## src/rtl/mmio_timer_bank_pkg.sv

```systemverilog
// Shared constants for the MMIO timer bank: register offsets, CTRL bit
// positions, channel stride, channel state encoding and a byte-mask helper.
package mmio_timer_bank_pkg;

  // Per-channel register offsets (within one channel window)
  localparam logic [4:0] OFF_CTRL   = 5'h00;
  localparam logic [4:0] OFF_RELOAD = 5'h04;
  localparam logic [4:0] OFF_COUNT  = 5'h08;
  localparam logic [4:0] OFF_CMP    = 5'h0C;
  localparam logic [4:0] OFF_CAP    = 5'h10;

  // Global register offsets and last decoded byte of the block
  localparam logic [8:0] OFF_STATUS = 9'h100;
  localparam logic [8:0] OFF_PRESC  = 9'h104;
  localparam logic [8:0] OFF_LAST   = 9'h107;

  // Channel i lives at i * CH_STRIDE
  localparam int unsigned CH_STRIDE = 32'h20;
  localparam int unsigned CH_SHIFT  = $clog2(CH_STRIDE);

  // CTRL bit positions
  localparam int CTRL_EN  = 0;
  localparam int CTRL_AR  = 1;
  localparam int CTRL_PWM = 2;
  localparam int CTRL_IRQ = 3;

  typedef enum logic {CH_IDLE = 1'b0, CH_RUN = 1'b1} ch_state_e;

  // Expand 4 byte enables to a 32-bit write mask
  function automatic logic [31:0] byte_mask(input logic [3:0] be);
    return {{8{be[3]}}, {8{be[2]}}, {8{be[1]}}, {8{be[0]}}};
  endfunction

endpackage

```

## src/rtl/mmio_timer_bank_channel.sv

```systemverilog
// One timer channel: down-counter with IDLE/RUN FSM, terminal flag,
// auto-reload and registered PWM compare. Optional input capture when
// TIMER_CAPTURE_EN is defined.
module timer_channel
  import mmio_timer_bank_pkg::*;
#(
  parameter int CNT_W = 16
) (
  input  logic             clk_i,
  input  logic             rst_i,
  input  logic             tick_i,
  input  logic             wr_ctrl_i,
  input  logic             wr_reload_i,
  input  logic             wr_count_i,
  input  logic             wr_cmp_i,
  input  logic             clr_flag_i,
  input  logic [31:0]      wdata_i,
  input  logic [31:0]      wmask_i,
`ifdef TIMER_CAPTURE_EN
  input  logic             cap_in_i,
  input  logic             clr_cap_i,
  output logic [CNT_W-1:0] cap_o,
  output logic             cap_flag_o,
`endif
  output logic [3:0]       ctrl_o,
  output logic [CNT_W-1:0] reload_o,
  output logic [CNT_W-1:0] count_o,
  output logic [CNT_W-1:0] cmp_o,
  output logic             flag_o,
  output logic             irq_o,
  output logic             pwm_o
);

  ch_state_e        st_q;
  logic             ar_q, pwm_en_q, irq_en_q, flag_q, pwm_q;
  logic [CNT_W-1:0] cnt_q, reload_q, cmp_q;
  logic [CNT_W-1:0] wd, wm, cnt_d, reload_d, cmp_d;
  logic [3:0]       ctrl_cur, ctrl_d;
  logic             run, fire;
  logic             unused_w;

  assign run = (st_q == CH_RUN);

  // Current CTRL image; en reflects the FSM state
  always_comb begin
    ctrl_cur           = '0;
    ctrl_cur[CTRL_EN]  = run;
    ctrl_cur[CTRL_AR]  = ar_q;
    ctrl_cur[CTRL_PWM] = pwm_en_q;
    ctrl_cur[CTRL_IRQ] = irq_en_q;
  end

  // Byte-merged write values; bits above CNT_W are simply not stored
  assign wd       = wdata_i[CNT_W-1:0];
  assign wm       = wmask_i[CNT_W-1:0];
  assign cnt_d    = (cnt_q & ~wm) | (wd & wm);
  assign reload_d = (reload_q & ~wm) | (wd & wm);
  assign cmp_d    = (cmp_q & ~wm) | (wd & wm);
  assign ctrl_d   = (ctrl_cur & ~wmask_i[3:0]) | (wdata_i[3:0] & wmask_i[3:0]);
  assign unused_w = ^{wdata_i, wmask_i};

  // A COUNT write suppresses this cycle's hardware step entirely
  assign fire = run & tick_i & (cnt_q == '0) & ~wr_count_i;

  // Channel FSM: hardware step first, CPU writes afterwards so they win
  always_ff @(posedge clk_i) begin
    if (rst_i) begin
      st_q     <= CH_IDLE;
      ar_q     <= 1'b0;
      pwm_en_q <= 1'b0;
      irq_en_q <= 1'b0;
      flag_q   <= 1'b0;
      pwm_q    <= 1'b0;
      cnt_q    <= '0;
      reload_q <= '0;
      cmp_q    <= '0;
    end else begin
      if (run && tick_i && !wr_count_i) begin
        if (cnt_q != '0)  cnt_q <= cnt_q - CNT_W'(1);
        else if (ar_q)    cnt_q <= reload_q;
        else              st_q  <= CH_IDLE;
      end
      // clear first, set last: a same-cycle set beats W1C
      if (wr_count_i || clr_flag_i) flag_q <= 1'b0;
      if (fire)                     flag_q <= 1'b1;
      if (wr_count_i)  cnt_q    <= cnt_d;
      if (wr_reload_i) reload_q <= reload_d;
      if (wr_cmp_i)    cmp_q    <= cmp_d;
      if (wr_ctrl_i) begin
        st_q     <= ctrl_d[CTRL_EN] ? CH_RUN : CH_IDLE;
        ar_q     <= ctrl_d[CTRL_AR];
        pwm_en_q <= ctrl_d[CTRL_PWM];
        irq_en_q <= ctrl_d[CTRL_IRQ];
      end
      pwm_q <= run & pwm_en_q & (cnt_q < cmp_q);
    end
  end

`ifdef TIMER_CAPTURE_EN
  logic [2:0]       cap_sync_q;
  logic [CNT_W-1:0] cap_q;
  logic             cap_flag_q, cap_edge;

  // [0],[1] synchroniser, [2] history for rising-edge detect
  assign cap_edge = cap_sync_q[1] & ~cap_sync_q[2];

  // Synchronise capture input and latch the live count on a rising edge
  always_ff @(posedge clk_i) begin
    if (rst_i) begin
      cap_sync_q <= '0;
      cap_q      <= '0;
      cap_flag_q <= 1'b0;
    end else begin
      cap_sync_q <= {cap_sync_q[1:0], cap_in_i};
      if (clr_cap_i) cap_flag_q <= 1'b0;
      if (cap_edge && run) begin
        cap_q      <= cnt_q;
        cap_flag_q <= 1'b1;
      end
    end
  end

  assign cap_o      = cap_q;
  assign cap_flag_o = cap_flag_q;
  assign irq_o      = irq_en_q & (flag_q | cap_flag_q);
`else
  assign irq_o      = irq_en_q & flag_q;
`endif

  assign ctrl_o   = ctrl_cur;
  assign reload_o = reload_q;
  assign count_o  = cnt_q;
  assign cmp_o    = cmp_q;
  assign flag_o   = flag_q;
  assign pwm_o    = pwm_q;

endmodule

```

## src/rtl/mmio_timer_bank.sv

```systemverilog
// MMIO timer bank top: shared prescaler, address decode, read mux, STATUS
// W1C and N_CH timer_channel instances. Define TIMER_CAPTURE_EN to add the
// cap_in port, per-channel CAP registers and capture flags in STATUS[15:8].
module mmio_timer_bank
  import mmio_timer_bank_pkg::*;
#(
  parameter int          N_CH      = 2,
  parameter int          CNT_W     = 16,
  parameter int          PRESC_W   = 16,
  parameter logic [15:0] BASE_ADDR = 16'hFC80
) (
  input  logic            clk,
  input  logic            rst,
  input  logic            we,
  input  logic [3:0]      be,
  input  logic [15:0]     addr,
  input  logic [31:0]     wdata,
`ifdef TIMER_CAPTURE_EN
  input  logic [N_CH-1:0] cap_in,
`endif
  output logic [31:0]     rdata,
  output logic [N_CH-1:0] timer_int,
  output logic [N_CH-1:0] pwm_out
);

  // ---- decode ----
  logic [16:0] off_full;
  logic [8:0]  off;
  logic [2:0]  ch_sel;
  logic [4:0]  reg_off;
  logic        in_range, ch_hit, wr_status, wr_presc;
  logic [31:0] wmask;

  assign off_full  = {1'b0, addr} - {1'b0, BASE_ADDR};
  assign in_range  = !off_full[16] && (off_full[15:0] <= {7'b0, OFF_LAST});
  assign off       = off_full[8:0];
  assign ch_sel    = off[CH_SHIFT +: 3];
  assign reg_off   = off[CH_SHIFT-1:0];
  assign ch_hit    = in_range && !off[8] && ({1'b0, ch_sel} < 4'(N_CH));
  assign wmask     = byte_mask(be);
  assign wr_status = we && in_range && (off == OFF_STATUS);
  assign wr_presc  = we && in_range && (off == OFF_PRESC);

  // ---- prescaler ----
  logic [PRESC_W-1:0] presc_q, presc_d, pcnt_q, pcnt_d;
  logic               tick;

  assign tick    = (pcnt_q == presc_q);
  assign presc_d = (presc_q & ~wmask[PRESC_W-1:0]) | (wdata[PRESC_W-1:0] & wmask[PRESC_W-1:0]);
  assign pcnt_d  = (wr_presc || tick) ? '0 : pcnt_q + PRESC_W'(1);

  // Prescaler divide register and free-running phase counter
  always_ff @(posedge clk) begin
    if (rst) begin
      presc_q <= '0;
      pcnt_q  <= '0;
    end else begin
      pcnt_q <= pcnt_d;
      if (wr_presc) presc_q <= presc_d;
    end
  end

  // ---- channels ----
  logic [N_CH-1:0][3:0]       ch_ctrl;
  logic [N_CH-1:0][CNT_W-1:0] ch_reload, ch_count, ch_cmp, ch_cap;
  logic [N_CH-1:0]            flag, cap_flag;

  for (genvar g = 0; g < N_CH; g++) begin : g_ch
    logic sel;
    assign sel = we && ch_hit && (ch_sel == 3'(g));

    timer_channel #(.CNT_W(CNT_W)) u_ch (
      .clk_i       (clk),
      .rst_i       (rst),
      .tick_i      (tick),
      .wr_ctrl_i   (sel && (reg_off == OFF_CTRL)),
      .wr_reload_i (sel && (reg_off == OFF_RELOAD)),
      .wr_count_i  (sel && (reg_off == OFF_COUNT)),
      .wr_cmp_i    (sel && (reg_off == OFF_CMP)),
      .clr_flag_i  (wr_status && wdata[g] && wmask[g]),
      .wdata_i     (wdata),
      .wmask_i     (wmask),
`ifdef TIMER_CAPTURE_EN
      .cap_in_i    (cap_in[g]),
      .clr_cap_i   (wr_status && wdata[8+g] && wmask[8+g]),
      .cap_o       (ch_cap[g]),
      .cap_flag_o  (cap_flag[g]),
`endif
      .ctrl_o      (ch_ctrl[g]),
      .reload_o    (ch_reload[g]),
      .count_o     (ch_count[g]),
      .cmp_o       (ch_cmp[g]),
      .flag_o      (flag[g]),
      .irq_o       (timer_int[g]),
      .pwm_o       (pwm_out[g])
    );

`ifndef TIMER_CAPTURE_EN
    assign ch_cap[g]   = '0;
    assign cap_flag[g] = 1'b0;
`endif
  end

  // ---- read path ----
  logic [31:0] status_rd;

  // STATUS image: terminal flags low byte, capture flags second byte
  always_comb begin
    status_rd              = '0;
    status_rd[N_CH-1:0]    = flag;
    status_rd[8 +: N_CH]   = cap_flag;
  end

  // Combinational read mux; anything unmapped returns zero
  always_comb begin
    rdata = '0;
    if (ch_hit) begin
      for (int i = 0; i < N_CH; i++) begin
        if ({1'b0, ch_sel} == 4'(i)) begin
          case (reg_off)
            OFF_CTRL:   rdata = 32'(ch_ctrl[i]);
            OFF_RELOAD: rdata = 32'(ch_reload[i]);
            OFF_COUNT:  rdata = 32'(ch_count[i]);
            OFF_CMP:    rdata = 32'(ch_cmp[i]);
            OFF_CAP:    rdata = 32'(ch_cap[i]);
            default:    rdata = '0;
          endcase
        end
      end
    end else if (in_range && (off == OFF_STATUS)) begin
      rdata = status_rd;
    end else if (in_range && (off == OFF_PRESC)) begin
      rdata = 32'(presc_q);
    end
  end

endmodule

```

## config.mk

```make
export PLATFORM = sky130hd
export DESIGN_NAME = mmio_timer_bank
export DESIGN_NICKNAME = d
export VERILOG_FILES = /design/src/rtl/mmio_timer_bank_pkg.sv /design/src/rtl/mmio_timer_bank_channel.sv /design/src/rtl/mmio_timer_bank.sv
export SDC_FILE = /design/constraint.sdc
export NUM_CORES = 1
export LEC_CHECK = 0
export BUFFER_PORTS_ARGS = -buffer_cell sky130_fd_sc_hd__buf_2
export CAP_MARGIN = 20
export CORE_ASPECT_RATIO = 1.5
export CORE_MARGIN = 5
export CORE_UTILIZATION = 61
export CTS_CLUSTER_SIZE = 16
export DETAILED_ROUTE_END_ITERATION = 7
export PLACE_DENSITY = 0.82
export SYNTH_ARGS = -nofsm -noshare
export SYNTH_HDL_FRONTEND = slang
export SYNTH_HIERARCHICAL = 1
export SYNTH_SLANG_ARGS = --single-unit
export TNS_END_PERCENT = 10
```

## constraint.sdc

```tcl
create_clock -name clk -period 3.8 [get_ports clk]
set_input_delay 0.57 -clock clk [delete_from_list [all_inputs] [get_ports clk]]
set_output_delay 0.57 -clock clk [all_outputs]
set_load 0.01 [all_outputs]
```

Yosys cells after proc, flatten, opt, wreduce, memory -nomap -nowiden --
Index checks and enable logic that the tools add are counted.
Storage, ports and cells: register bits 140, latch bits 0, RAM bits 0, ROM bits 0, bits of input ports 55, output and inout bits 36, logic and storage cells 157, memories 0
Operators by class: $add $sub $neg 4, multipliers 0, divide/modulo/power cells 0, $lt $le $gt $ge 4, eq/ne operators 11, shifts and indexed selects 0, multiplexer cells 29, bitwise operators 36, reductions and logical operators 53
Operators by type and width (number):
- $mux 16 | 11
- $and 16x16->16 | 8
- $pmux 16 s4 | 2
- $or 16x16->16 | 7
- $mux 32 | 2
- $logic_not 16->1 | 2
- $lt 16x16->1 | 2
- $reduce_bool 16->1 | 2
- $sub 16x1->16 const B | 2
- $logic_and 1x1->1 | 27
- $eq 9x9->1 const B | 2
- $sub 16x16->17 const B | 1
- $add 16x1->16 const B | 1
- $eq 16x16->1 | 1
- $le 16x9->1 const B | 1
- $not 16->16 | 1
- $mux 1 | 14
- $and 1x1->1 | 12
- $and 4x4->4 | 3
- $reduce_bool 2->1 | 6
- $eq 5x4->1 const B | 2
- $ne 2x1->1 const B | 4
- $or 4x4->4 | 2
- $reduce_and 3->1 | 2
- other kinds (12) | 20

Longest topological paths before layout --
depth after elaboration 12, depth in mapped cells 13, depth with buffers taken out 11

Cells and area by module --
The synthesis kept the hierarchy.
By module, submodules not included:
- timer_channel at g_ch[1].u_ch | instances 1, cells each 450, area each 3377.0 sq um, sequential area each 1081.0 sq um
- timer_channel at g_ch[0].u_ch | instances 1, cells each 432, area each 3369.5 sq um, sequential area each 1081.0 sq um
- mmio_timer_bank | instances 1, cells each 351, area each 3000.4 sq um, sequential area each 640.6 sq um

Least setup slack after synthesis --
OpenSTA, ideal clock, no wires.
path type input port to flip-flop, start point input addr[7], end point register (tool-made name), setup time 133 ps, data arrival time 2684 ps, required time 3667 ps, setup slack 984 ps, stages on the path 12, buffers on the path 3, path through inv_1 ha_1 o21ai_0 buf_2 nand4_1 nor4b_1 clkbuf_1 nor2_1 o31a_4 buf_6 a311oi_2 a211oi_2
RTL lines:
- start: declaration | line mmio_timer_bank.sv:16 | input logic [15:0] addr,

Worst setup path after layout --
start point input addr[1], end point output rdata[7]
Between the ends: word-level cells in the longest chain between the ends 7, elaborated cells on any way between the ends 25, classes of those cells add/sub: 1; order compare: 2; eq/ne: 6; mux: 7; reduce/logical: 9
RTL lines:
- $sub 16x16->17 (*) | line mmio_timer_bank.sv:34 | assign off_full = {1'b0, addr} - {1'b0, BASE_ADDR};
- $le 16x9->1 or $logic_not 1->1 (tied branches) | line mmio_timer_bank.sv:35 | assign in_range = !off_full[16] && (off_full[15:0] <= {7'b0, OFF_LAST});
- $logic_and 1x1->1 | line mmio_timer_bank.sv:35
- $logic_and 1x1->1 | line mmio_timer_bank.sv:132 | end else if (in_range && (off == OFF_PRESC)) begin
- $mux 16 | line mmio_timer_bank.sv:132
- $mux 16 | line mmio_timer_bank.sv:130 | end else if (in_range && (off == OFF_STATUS)) begin
- $mux 32 (*) | line mmio_timer_bank.sv:117 | if (ch_hit) begin
- end: declaration | line mmio_timer_bank.sv:21 | output logic [31:0] rdata,
Every way passes the cells marked *; elsewhere a longest branch is shown, timed or not.

==> flow_summary_export.csv <==
group,metric,value,unit
min_path,worstHoldPathType,"reg2reg",
clock_tree,ctsResizeCount,0,
synthesis,synth_area_leaders,"dfxtp_1, nand2_1, a21oi_1, nand3_1, ha_1",
setup_path,cp.required,3.23,ns
floorplan,die_h,165,um
routing,vias,9771,
place,place_congestion,1.04,
layout,drive_gt1_frac,0.153,
sta,fin_crit_sh,0.877,
setup_path,worstPathCellList,"buf_2 > nor3_2 > nand2_2 > nor4_4 > a22o_1 > buf_2",
setup_path,critical_path.top_delay_family,"simple AND/OR/NAND/NOR gates",
global_route,grt_max_degree,76,
layout,fin_util,0.672,
routing,wl_per_cell,21.2,um
clock_tree,clock_latency,0.44,ns
sta,fmax,300,MHz
flow_run,maxCapViolations,0,
clock_tree,cts_inserted_buffers,17,
synthesis,synth_cells,1233,
global_route,grt_pass1_wl,48.2,mm
sta,maxSlewHeadroom,0.331,
power,vdd_drop_max,0.276,mV
synthesis,async_reset_ff_frac,0,
routing,drt_iter0_drc,924,
sta,holdWs,0.467,ns
synthesis,synth_top_area_cell,"dfxtp_1",
routing,viasPerCell,6.72,
global_route,antenna_found_initial,1,
routing,drc,0,
setup_path,arrival,2.76,ns
layout,nets,1329,
layout,diodes,0,
floorplan,dieWidth,113,um
sta,finClkSkew,0.00996,ns
synthesis,synth-edff-count,0,
clock_tree,cts_max_path_buffers,2,
clock_tree,post-cts-setup-buffers,0,
setup_path,worstSetupEndpointType,"primary output",
floorplan,start_util,0.621,
global_route,grt-ovfl-total,0,
setup_path,path_max_fanout,15,
synthesis,synth-main-ff-cell,"dfxtp_1",
power,power_density,310,nW/um^2
clock_tree,htreeDepth,4,
global_route,grt_pass1_vias,9165,
global_route,grt_usage,0.329,
clock_tree,cts.hold.buffers_added,0,
synthesis,avgSynthCellArea,7.90,sq um
clock_tree,path_clk_slew,0.06,ns
synthesis,yosys_warnings,6,
synthesis,synth-seq-cells,140,
floorplan,design.core.area,15700,sq um
sta,hold_viol,0,
routing,firstDrtPassIters,6,
setup_path,crit_top_cell,"buf_2",
sta,setup_viol,0,
place,dp_hpwl,21.2,mm
setup_path,critPathLaunchType,"input pin",
clock_tree,clock_sinks,140,
setup_path,crit_path_top_delay_cell,"nor4_4",
sta,setup-tns-final,0,ns
synthesis,synth_top_cell_area_share,0.288,
sta,maxSlewViolCount,0,
power,total_power,3.27,mW
sta,rsz0062_at_grt,"no",
synthesis,synth.cell_area,9750,sq um
floorplan,die_area,18700,sq um
setup_path,max_stage_delay,0.78,ns
routing,drt_wl_total,30.8,mm
clock_tree,cts_tree,"yes",
floorplan,num_rows,56,
floorplan,ios,91,
power,p_leak,3.53,nW
clock_tree,cts_root_buf,"clkbuf_16",
setup_path,cp.buffers_inverters,2,
status,status,"completed",
layout,area_delta_synth_final,8.24,%
routing,ant_nets,0,
sta,period_needed,3.33,ns
synthesis,ys_seq_area_frac,0.288,
synthesis,ys_types,77,
place,io_buffers,56,
setup_path,crit_type,"in2out",
sta,worst_pin_slew,0.998,ns
==> final cells by class <==
| class | count | area [sq um] |
|---|---|---|
| flip-flops and latches | 140 | 2800 |
| well taps | 203 | 254 |
| clock inverters | 15 | 129 |
| clock buffers | 17 | 425 |
| inverters | 51 | 191 |
| fillers | 1349 | 5140 |
| repair buffers | 85 | 528 |
| multi-input cells | 943 | 6220 |
==> synthesized netlist by cell type, types with 8 or more instances <==
cell type  instances
mux4_2             8
o22ai_1           16
xnor2_1           40
mux2i_1           12
buf_4             31
nand3_1           94
a21oi_1          125
a221oi_1           8
ha_1              36
mux2_2            26
o31ai_1           18
a31oi_1            8
inv_1             51
nor4_1            14
dfxtp_1          140
o21ai_0           21
buf_6             10
nor2_1            31
a211oi_1           9
clkbuf_1          52
nand2_1          193
and3_1            11
nand4_1           37
a22oi_1           29
nor3_1            38
buf_2             14
a22o_1            12
==> path summary, 6_finish.rpt <==
kind / startpoint / slack [ns] / end / cells after the start
setup / recovery: addr[1] / 0.47 / rdata[7] / 6
hold / removal: flop / 0.47 / flop / 2
setup reg to reg: pcnt_q[7] / 0.85 / flop / 7
hold reg to reg: flop / 0.47 / flop / 2
==> per-stage QoR <==
stage / cells / worst slack [ns] / instance area [sq um]
2_1_floorplan: 1248 / 0.984 / 9800
3_3_place_gp: 1422 / 0.575 / 10000
3_5_place_dp: 1422 / 0.544 / 10000
4_1_cts: 1454 / 0.536 / 10600
5_1_grt: 1454 / 0.364 / 10600
6_report: 1454 / 0.469 / 10600
==> routing by layer <==
layer  global-route usage  part of all wire
met5                    0           0.00042
met4                0.235             0.077
met3               0.0726             0.093
met2                0.544              0.48
met1                0.373              0.35
==> cell families after synthesis <==
group           share of synthesized area
fa+ha+maj                          0.0462
mux                                0.0608
xor+xnor                           0.0422
other cells                      0.000385
compound gates                      0.211
simple gates                        0.267
buf+inv                            0.0850
flops                               0.288
==> worst reg2reg max path, cell delays in order (launching register included) <==
cell,delay (ns)
dfxtp_1,0.48
xnor2_1,0.16
nand4_1,0.19
nor4_4,0.50
and3b_1,0.45
o31a_1,0.60
nand2_1,0.30
o32ai_1,0.18
==> placed cells by master, fill, tap and decap left out, types with 26 or more instances in the layout <==
master and instances:
nor2_1 31, dfxtp_1 140, mux2_2 26, buf_2 54, inv_1 51, ha_1 36
nand4_1 37, nand2_1 193, buf_4 29, a21oi_1 125, nand3_1 94, xnor2_1 40
a22oi_1 29, nor3_1 34
==> power breakdown <==
group | leakage [nW] | internal, mW | switching (mW)
clock | 0.260 | 0.854 | 0.741
sequential | 1.13 | 1.47 | 0.0000102
combinational | 2.14 | 0.0457 | 0.163
total | 3.53 | 2.37 | 0.904
Power figures use the tool's default switching activity.
